<file path="src/rtl/sprite_pkg.sv">
// -----------------------------------------------------------------------------
// sprite_pkg
// Shared geometry constants, sprite/orientation types, the sequencer state
// encoding and a helper that picks the first rotation step of a job.
// -----------------------------------------------------------------------------
package sprite_pkg;

    localparam int SPR_DIM = 8;                // sprite is SPR_DIM x SPR_DIM pixels
    localparam int PIX_W   = 3;                // bits per pixel
    localparam int ROW_W   = SPR_DIM * PIX_W;  // 24-bit packed row

    // sprite[r][c*PIX_W +: PIX_W] is pixel (r,c)
    typedef logic [SPR_DIM-1:0][ROW_W-1:0] sprite_t;

    // Packs to the same bit layout as the 3-bit orient input:
    // bit 2 = mirror, bits 1:0 = clockwise quarter turns.
    typedef struct packed {
        logic       mirror;
        logic [1:0] rot;
    } orient_t;

    typedef enum logic [2:0] {
        IDLE,
        S_MIR,
        S_XP,
        S_HF,
        S_VF,
        DONE
    } orient_state_e;

    // First state of the rotation part of a plan (after any mirror step).
    // rot 1 and 3 both begin with a transpose; rot 2 begins with an hflip.
    function automatic orient_state_e rot_first(input logic [1:0] rot);
        orient_state_e st;
        case (rot)
            2'd0:    st = DONE;
            2'd2:    st = S_HF;
            default: st = S_XP;
        endcase
        return st;
    endfunction

endpackage

</file>
<file path="src/rtl/sprite_orient_ctrl_if.sv">
// -----------------------------------------------------------------------------
// sprite_orient_ctrl_if
// Input and output valid/ready channels of the sprite orientation sequencer.
//   in_valid/in_ready/in_sprite/in_orient : job request from the ROM fetch
//   out_valid/out_ready/out_sprite        : result to the frame-buffer writer
//   busy                                  : sequencer is not idle
// slave  : the sequencer side
// master : the requester/consumer side
// -----------------------------------------------------------------------------
interface sprite_orient_ctrl_if;
    import sprite_pkg::*;

    logic       in_valid;
    logic       in_ready;
    sprite_t    in_sprite;
    logic [2:0] in_orient;
    logic       out_valid;
    logic       out_ready;
    sprite_t    out_sprite;
    logic       busy;

    modport slave (
        input  in_valid, in_sprite, in_orient, out_ready,
        output in_ready, out_valid, out_sprite, busy
    );

    modport master (
        output in_valid, in_sprite, in_orient, out_ready,
        input  in_ready, out_valid, out_sprite, busy
    );
endinterface

</file>
<file path="src/rtl/sprite_flip.sv">
// -----------------------------------------------------------------------------
// sprite_flip
// Combinational horizontal and/or vertical flip of an 8x8 sprite.
//   sprite_i : source sprite
//   h_en_i   : out(r,c) = in(r,7-c)
//   v_en_i   : out(r,c) = in(7-r,c)
//   sprite_o : flipped sprite (both enables give a 180 degree turn)
// -----------------------------------------------------------------------------
module sprite_flip
    import sprite_pkg::*;
(
    input  sprite_t sprite_i,
    input  logic    h_en_i,
    input  logic    v_en_i,
    output sprite_t sprite_o
);

    sprite_t h_tmp;

    for (genvar gi = 0; gi < SPR_DIM; gi++) begin : g_row
        for (genvar gj = 0; gj < SPR_DIM; gj++) begin : g_col
            assign h_tmp[gi][gj*PIX_W +: PIX_W] = h_en_i
                ? sprite_i[gi][(SPR_DIM-1-gj)*PIX_W +: PIX_W]
                : sprite_i[gi][gj*PIX_W +: PIX_W];
        end
        assign sprite_o[gi] = v_en_i ? h_tmp[SPR_DIM-1-gi] : h_tmp[gi];
    end

endmodule

</file>
<file path="src/rtl/sprite_transpose.sv">
// -----------------------------------------------------------------------------
// sprite_transpose
// Combinational 8x8 pixel transpose: out(r,c) = in(c,r).
//   sprite_i : source sprite
//   sprite_o : transposed sprite
// -----------------------------------------------------------------------------
module sprite_transpose
    import sprite_pkg::*;
(
    input  sprite_t sprite_i,
    output sprite_t sprite_o
);

    for (genvar gi = 0; gi < SPR_DIM; gi++) begin : g_row
        for (genvar gj = 0; gj < SPR_DIM; gj++) begin : g_col
            assign sprite_o[gi][gj*PIX_W +: PIX_W] = sprite_i[gj][gi*PIX_W +: PIX_W];
        end
    end

endmodule

</file>
<file path="src/rtl/sprite_orient_ctrl.sv">
// -----------------------------------------------------------------------------
// sprite_orient_ctrl
// Sequencer producing a rotated (0/90/180/270 cw) and optionally mirrored copy
// of an 8x8 sprite. One transpose and one flip unit are applied to the working
// register W, one step per cycle:
//   mirror -> H ; rot1 -> X,H ; rot2 -> H,V ; rot3 -> X,V
//   clk   : system clock, rising edge
//   rst_n : synchronous active-low reset (discards any job in flight)
//   bus   : job request / result handshake channels and busy flag
// -----------------------------------------------------------------------------
module sprite_orient_ctrl
    import sprite_pkg::*;
(
    input  logic                  clk,
    input  logic                  rst_n,
    sprite_orient_ctrl_if.slave   bus
);

    orient_state_e state_q, state_d;
    orient_t       plan_q, plan_d;
    sprite_t       w_q, w_d;

    orient_t       in_plan;
    sprite_t       xp_w;
    sprite_t       flip_w;
    logic          h_en;
    logic          v_en;

    assign in_plan = orient_t'(bus.in_orient);

    sprite_transpose u_transpose (
        .sprite_i (w_q),
        .sprite_o (xp_w)
    );

    sprite_flip u_flip (
        .sprite_i (w_q),
        .h_en_i   (h_en),
        .v_en_i   (v_en),
        .sprite_o (flip_w)
    );

    // Next state, plan and W mux. The plan is only captured on accept, so
    // in_orient is ignored for the rest of the job.
    always_comb begin
        state_d = state_q;
        plan_d  = plan_q;
        w_d     = w_q;
        h_en    = 1'b0;
        v_en    = 1'b0;
        case (state_q)
            IDLE: begin
                if (bus.in_valid) begin
                    w_d     = bus.in_sprite;
                    plan_d  = in_plan;
                    state_d = in_plan.mirror ? S_MIR : rot_first(in_plan.rot);
                end
            end
            S_MIR: begin
                h_en    = 1'b1;
                w_d     = flip_w;
                state_d = rot_first(plan_q.rot);
            end
            S_XP: begin
                w_d     = xp_w;
                state_d = (plan_q.rot == 2'd1) ? S_HF : S_VF;
            end
            // Shared by rot 2 (first step) and rot 1 (second step).
            S_HF: begin
                h_en    = 1'b1;
                w_d     = flip_w;
                state_d = (plan_q.rot == 2'd2) ? S_VF : DONE;
            end
            S_VF: begin
                v_en    = 1'b1;
                w_d     = flip_w;
                state_d = DONE;
            end
            DONE: begin
                if (bus.out_ready) begin
                    state_d = IDLE;
                end
            end
            default: state_d = IDLE;
        endcase
    end

    always_ff @(posedge clk) begin
        if (!rst_n) begin
            state_q <= IDLE;
            plan_q  <= '0;
            w_q     <= '0;
        end else begin
            state_q <= state_d;
            plan_q  <= plan_d;
            w_q     <= w_d;
        end
    end

    assign bus.in_ready   = (state_q == IDLE);
    assign bus.out_valid  = (state_q == DONE);
    assign bus.busy       = (state_q != IDLE);
    assign bus.out_sprite = w_q;

endmodule

</file>
<file path="src/flat_wrapper.sv">
// flat-port wrapper written by rule: the top's interface ports become plain ports
module sprite_orient_ctrl_flat import sprite_pkg::*;
  (clk, rst_n, bus_in_valid, bus_in_sprite, bus_in_orient, bus_out_ready, bus_in_ready, bus_out_valid, bus_out_sprite, bus_busy);
  sprite_orient_ctrl_if bus_i ();
  input  logic clk;
  input  logic rst_n;
  input wire logic [$bits(bus_i.in_valid)-1:0] bus_in_valid;
  input wire logic [$bits(bus_i.in_sprite)-1:0] bus_in_sprite;
  input wire logic [$bits(bus_i.in_orient)-1:0] bus_in_orient;
  input wire logic [$bits(bus_i.out_ready)-1:0] bus_out_ready;
  output wire logic [$bits(bus_i.in_ready)-1:0] bus_in_ready;
  output wire logic [$bits(bus_i.out_valid)-1:0] bus_out_valid;
  output wire logic [$bits(bus_i.out_sprite)-1:0] bus_out_sprite;
  output wire logic [$bits(bus_i.busy)-1:0] bus_busy;
  assign bus_i.in_valid = bus_in_valid;
  assign bus_i.in_sprite = bus_in_sprite;
  assign bus_i.in_orient = bus_in_orient;
  assign bus_i.out_ready = bus_out_ready;
  assign bus_in_ready = bus_i.in_ready;
  assign bus_out_valid = bus_i.out_valid;
  assign bus_out_sprite = bus_i.out_sprite;
  assign bus_busy = bus_i.busy;
  sprite_orient_ctrl u_core (.clk(clk), .rst_n(rst_n), .bus(bus_i));
endmodule
</file>
<file path="config.mk">
export PLATFORM = sky130hd
export DESIGN_NAME = sprite_orient_ctrl_flat
export DESIGN_NICKNAME = d
export VERILOG_FILES = /design/src/rtl/sprite_pkg.sv /design/src/rtl/sprite_orient_ctrl_if.sv /design/src/rtl/sprite_flip.sv /design/src/rtl/sprite_transpose.sv /design/src/rtl/sprite_orient_ctrl.sv /design/src/flat_wrapper.sv
export SDC_FILE = /design/constraint.sdc
export NUM_CORES = 1
export LEC_CHECK = 0
export ABC_AREA = 0
export BUFFER_PORTS_ARGS = -buffer_cell sky130_fd_sc_hd__buf_4
export CORE_ASPECT_RATIO = 1.75
export CORE_MARGIN = 1
export CORE_UTILIZATION = 35
export DETAILED_ROUTE_END_ITERATION = 12
export SYNTH_ARGS = -nofsm -noshare
export SYNTH_HDL_FRONTEND = slang
export SYNTH_SLANG_ARGS = --single-unit
</file>
<file path="constraint.sdc">
create_clock -name clk -period 2.19 [get_ports clk]
set_input_delay 0.3285 -clock clk [delete_from_list [all_inputs] [get_ports clk]]
set_output_delay 0.3285 -clock clk [all_outputs]
set_load 0.02 [all_outputs]
</file>
==> run summary <==
The final HPWL from detailed placement came out at 34.3 mm. The final-layout worst hold slack is about 0.12 ns. STA classifies the critical path endpoint as an output pin. In this run the horizontal extent of the chip is around 150 um.

By area, the combinational part of the netlist is dominated by compound AO/OA/AOI/OAI gates. The flow ran to the end, and the final reports show no timing, DRC or antenna violations. The number of filler cells placed in the layout came out at 3511.

The number of clock sinks came out at 197. Of the total synthesized cell area, the portion taken by full adders, half adders and majority gates is 0. The share of synthesized area spent on multiplexers is 0.114. The maximum vdd ir drop is 0.683 mV.

The portion of the clock cycle consumed by the worst path in the final layout came out at 0.911. Counting instances in the post-synthesis netlist gives the leading cell types as 238 x nand2_1, 197 x dfxtp_1, 144 x mux2i_1. The worst setup skew after layout came out at 0.0122 ns. Along the worst path, the maximum fanout reaches 12.

The number of instances in the synthesized netlist came out at 1442. The final global-route overflow total came out at 0. Across the run, the number of max-cap violations was 0.

The floorplan step defined a die boundary enclosing 36900 um2. The number of setup buffers added after CTS came out at 0. The worst path meets setup with a little under 0.2 ns of slack. After detailed routing, no signal wire sits above met4. The final hold violation count is 0. The count of nets left with antenna violations after detail routing came out at 0. The final layout contains 1946 nets. The synthesized-area fraction occupied by ao, oa, aoi and oai cells came out at 0.382. From synthesis to final layout, the design area changed by 30.7%. Setup violations remaining at the end of the flow were counted as 0. The distinct cell type count of the synthesized netlist came out at 55. The measured slew at the worst slew-check pin is 0.726 ns.

TritonCTS built the clock tree. The cell-internal power came out at 11.7 mW. The netlist area before placement came out at between 10000 and 15000 um2. The number of register bits inferred by synthesis came out at 197. The cts-stage hold buffer count is 0.

Headroom to the max-slew limit came out at 0.516. approximately 400 I/O pins were placed. The maximum clock insertion buffer count came out at 2. The number of global-route vias before repair is 12400.

The number of buffers created by CTS came out at 17. The number of design rule violations left after detail routing is 0. The number of enable-type register cells in the synthesized netlist is 0.

Timing analysis after detailed placement gives a worst setup slack of 0.310 ns. By instance count, the leading cell after synthesis is nand2_1. The share of flip-flops with an asynchronous set or reset is 0. The met1 layer wirelength in the final routing is 19.4 mm. The share of the Yosys chip area taken by registers is 0.312. The critical path startpoint category is a flip-flop. The highest clock rate came out at 501 MHz.

The global-route wire length before repair came out at 74.0 mm. The final setup TNS is 0 ns. The die is around 250 um tall. The worst setup path is of the flip-flop to output pin kind. In this run the tool buffered the top-level ports with 393 buffer cells. The largest net degree at the start of global routing came out at between 80 and 90. The core box area is 35400 um2.

In this run the power density over the cells is 1350 nW/um2. The total number of H-tree levels came out at 4. The required time of the worst setup path is 1.86 ns. After detailed routing, the number of vias per cell comes to 5.75. At the end of routability-driven placement, the weighted congestion stood at 0.884. The pre-antenna-repair detailed-routing pass consisted of 5 iterations. The analysis attributes to net switching a power of 10.6 mW.

The insertion delay to the later sink of the worst-skew pair came out at 0.45 ns. The largest area contributor in the netlist is dfxtp_1. The synthesized-area fraction occupied by xor and xnor cells is 0. After detailed routing, the met3 layer carries 2.82 mm of wire. STA puts the critical path data arrival time at 1.67 ns.

Of the total power, registers draw 0.325. The cell leakage power is between 6 and 7 nW. The clock-pin transition on the worst setup and hold timing paths came out at approximately 0.080 ns.

The detailed-route wire length per cell is around 22 um. The fraction of the mapped netlist area in simple logic gates came out at 0.108. By area the synthesized netlist is led by dfxtp_1 31%, o221ai_2 12%, mux2i_1 11%, nand2_1 7.1%, a21oi_2 5.5%.

The met2 layer wire length in the routed design came out at 24.4 mm. The proportion of power drawn by combinational gates came out at 0.520. The path class of the tightest hold or removal check is input port to flip-flop. The fraction of power spent switching nets is 0.476. The first-iteration detailed-routing DRC count came out at 675.

The tree is rooted in a clkbuf_16. The clock period could shrink to roughly 2 ns. The post-synthesis area per instance came out at 8.77 um2.

For this run, the leading register cell type out of synthesis is dfxtp_1. For this run, the total global-route usage over all layers was measured as 0.255. The number of nets in the synthesized netlist came out at 1641. The number of antenna violations at the first check in global routing came out at 4. The aggregate routed wire length is 48.1 mm.

The detailed router placed 12800 vias in this run. For this configuration, the core starts out at a cell density of 0.357. The floorplan has between 90 and 100 rows.

The share of total power dissipated in the clock network is 0.155. Gates resized during post-CTS repair numbered 0. Setup repair after global routing left no endpoint under its margin. The share of the synthesized area in the top cell type came out at 0.312. The yosys synthesis warning count came out at 0.

The final-report max-slew violation count came out at 0. Of the cells placed in the final design, the portion with a size suffix greater than 1 is 0.389.
[metrics by stage]
| stage | power [mW] | instance area [um2] | std cells | utilization |
|---|---|---|---|---|
| floorplan | 14.3 | 12600 | 1442 | - |
| global placement | 18.7 | 15900 | 2193 | 0.449 |
| detailed placement | 18.9 | 15900 | 2193 | 0.449 |
| CTS | 22.4 | 16500 | 2224 | 0.466 |
| global route | 23.6 | 16500 | 2227 | 0.466 |
| finish | 22.3 | 16500 | 2228 | 0.467 |
[power groups by stage]
stage / logic (mW) / registers, mW / clock network, mW
final: 11.6 / 7.24 / 3.46
after global routing: 12.5 / 7.44 / 3.69
after global placement: 11.4 / 7.28 / 0
after CTS: 11.6 / 7.22 / 3.55
after floorplan: 6.34 / 7.99 / 0
after detailed placement: 11.6 / 7.30 / 0
[flip-flops by register name (all words and copies together) (netlist names)]
name / flops
u_core.bus.out_sprite: 192
u_core.state_q: 3
u_core.plan_q: 2
[worst max-delay path, cell delays in order, from the launching register on]
cell	delay, ns
dfxtp_2	0.39
or3_1	0.47
buf_4	0.20
buf_4	0.16
[cells in the final DEF, fill, tap and decap left out, types with 4 or more instances in the layout]
master / count
nand2b_1: 5
a21oi_1: 96
o22ai_1: 29
diode_2: 4
buf_12: 21
o221ai_1: 24
a221o_1: 34
inv_1: 23
a31o_2: 11
dfxtp_1: 194
nand3_1: 4
clkbuf_16: 17
o22a_1: 4
nand2_1: 238
a221oi_1: 28
a21oi_2: 80
nor2_1: 76
bufinv_16: 4
buf_4: 420
a211oi_1: 19
mux2i_1: 144
inv_6: 4
o21ai_0: 125
o221ai_2: 103
[worst paths after layout]
kind	slack [ns]	cells after the start	from	endpoint
max	0.19	3	u_core.state_q[2]$_SDFFE_PN0P_	bus_busy
min	0.12	3	bus_in_sprite[83]	u_core.bus.out_sprite[83]$_SDFFE_PN0P_
max reg2reg	0.30	7	u_core.state_q[1]$_SDFFE_PN0P_	u_core.bus.out_sprite[77]$_SDFFE_PN0P_
min reg2reg	0.53	2	u_core.bus.out_sprite[109]$_SDFFE_PN0P_	u_core.bus.out_sprite[109]$_SDFFE_PN0P_
[per-layer routing]
| metal | track usage | vias up |
|---|---|---|
| li1 | - | 6047 |
| met1 | 0.302 | 6203 |
| met2 | 0.443 | 491 |
| met3 | 0.0479 | 78 |
| met4 | 0.113 | 0 |
| met5 | 0 | - |
[final cells by class]
type	count	area [um2]	area share
timing repair buffer	442	3580	0.217
clock buffer	18	429	0.0260
sequential	197	3950	0.239
multi-input combinational	1063	7660	0.464
antenna	4	10.0	0.000606
inverter	26	108	0.00651
tap	465	582	0.0352
clock inverter	13	199	0.0120
[cells by family (layout without fill, tap and decap cells)]
kind of cell / Yosys count / in the layout
other cells: 0 / 4
flops: 197 / 197
buf+inv: 182 / 499
simple gates: 342 / 342
compound gates: 577 / 577
mux: 144 / 144
Power figures use the tool's default switching activity.
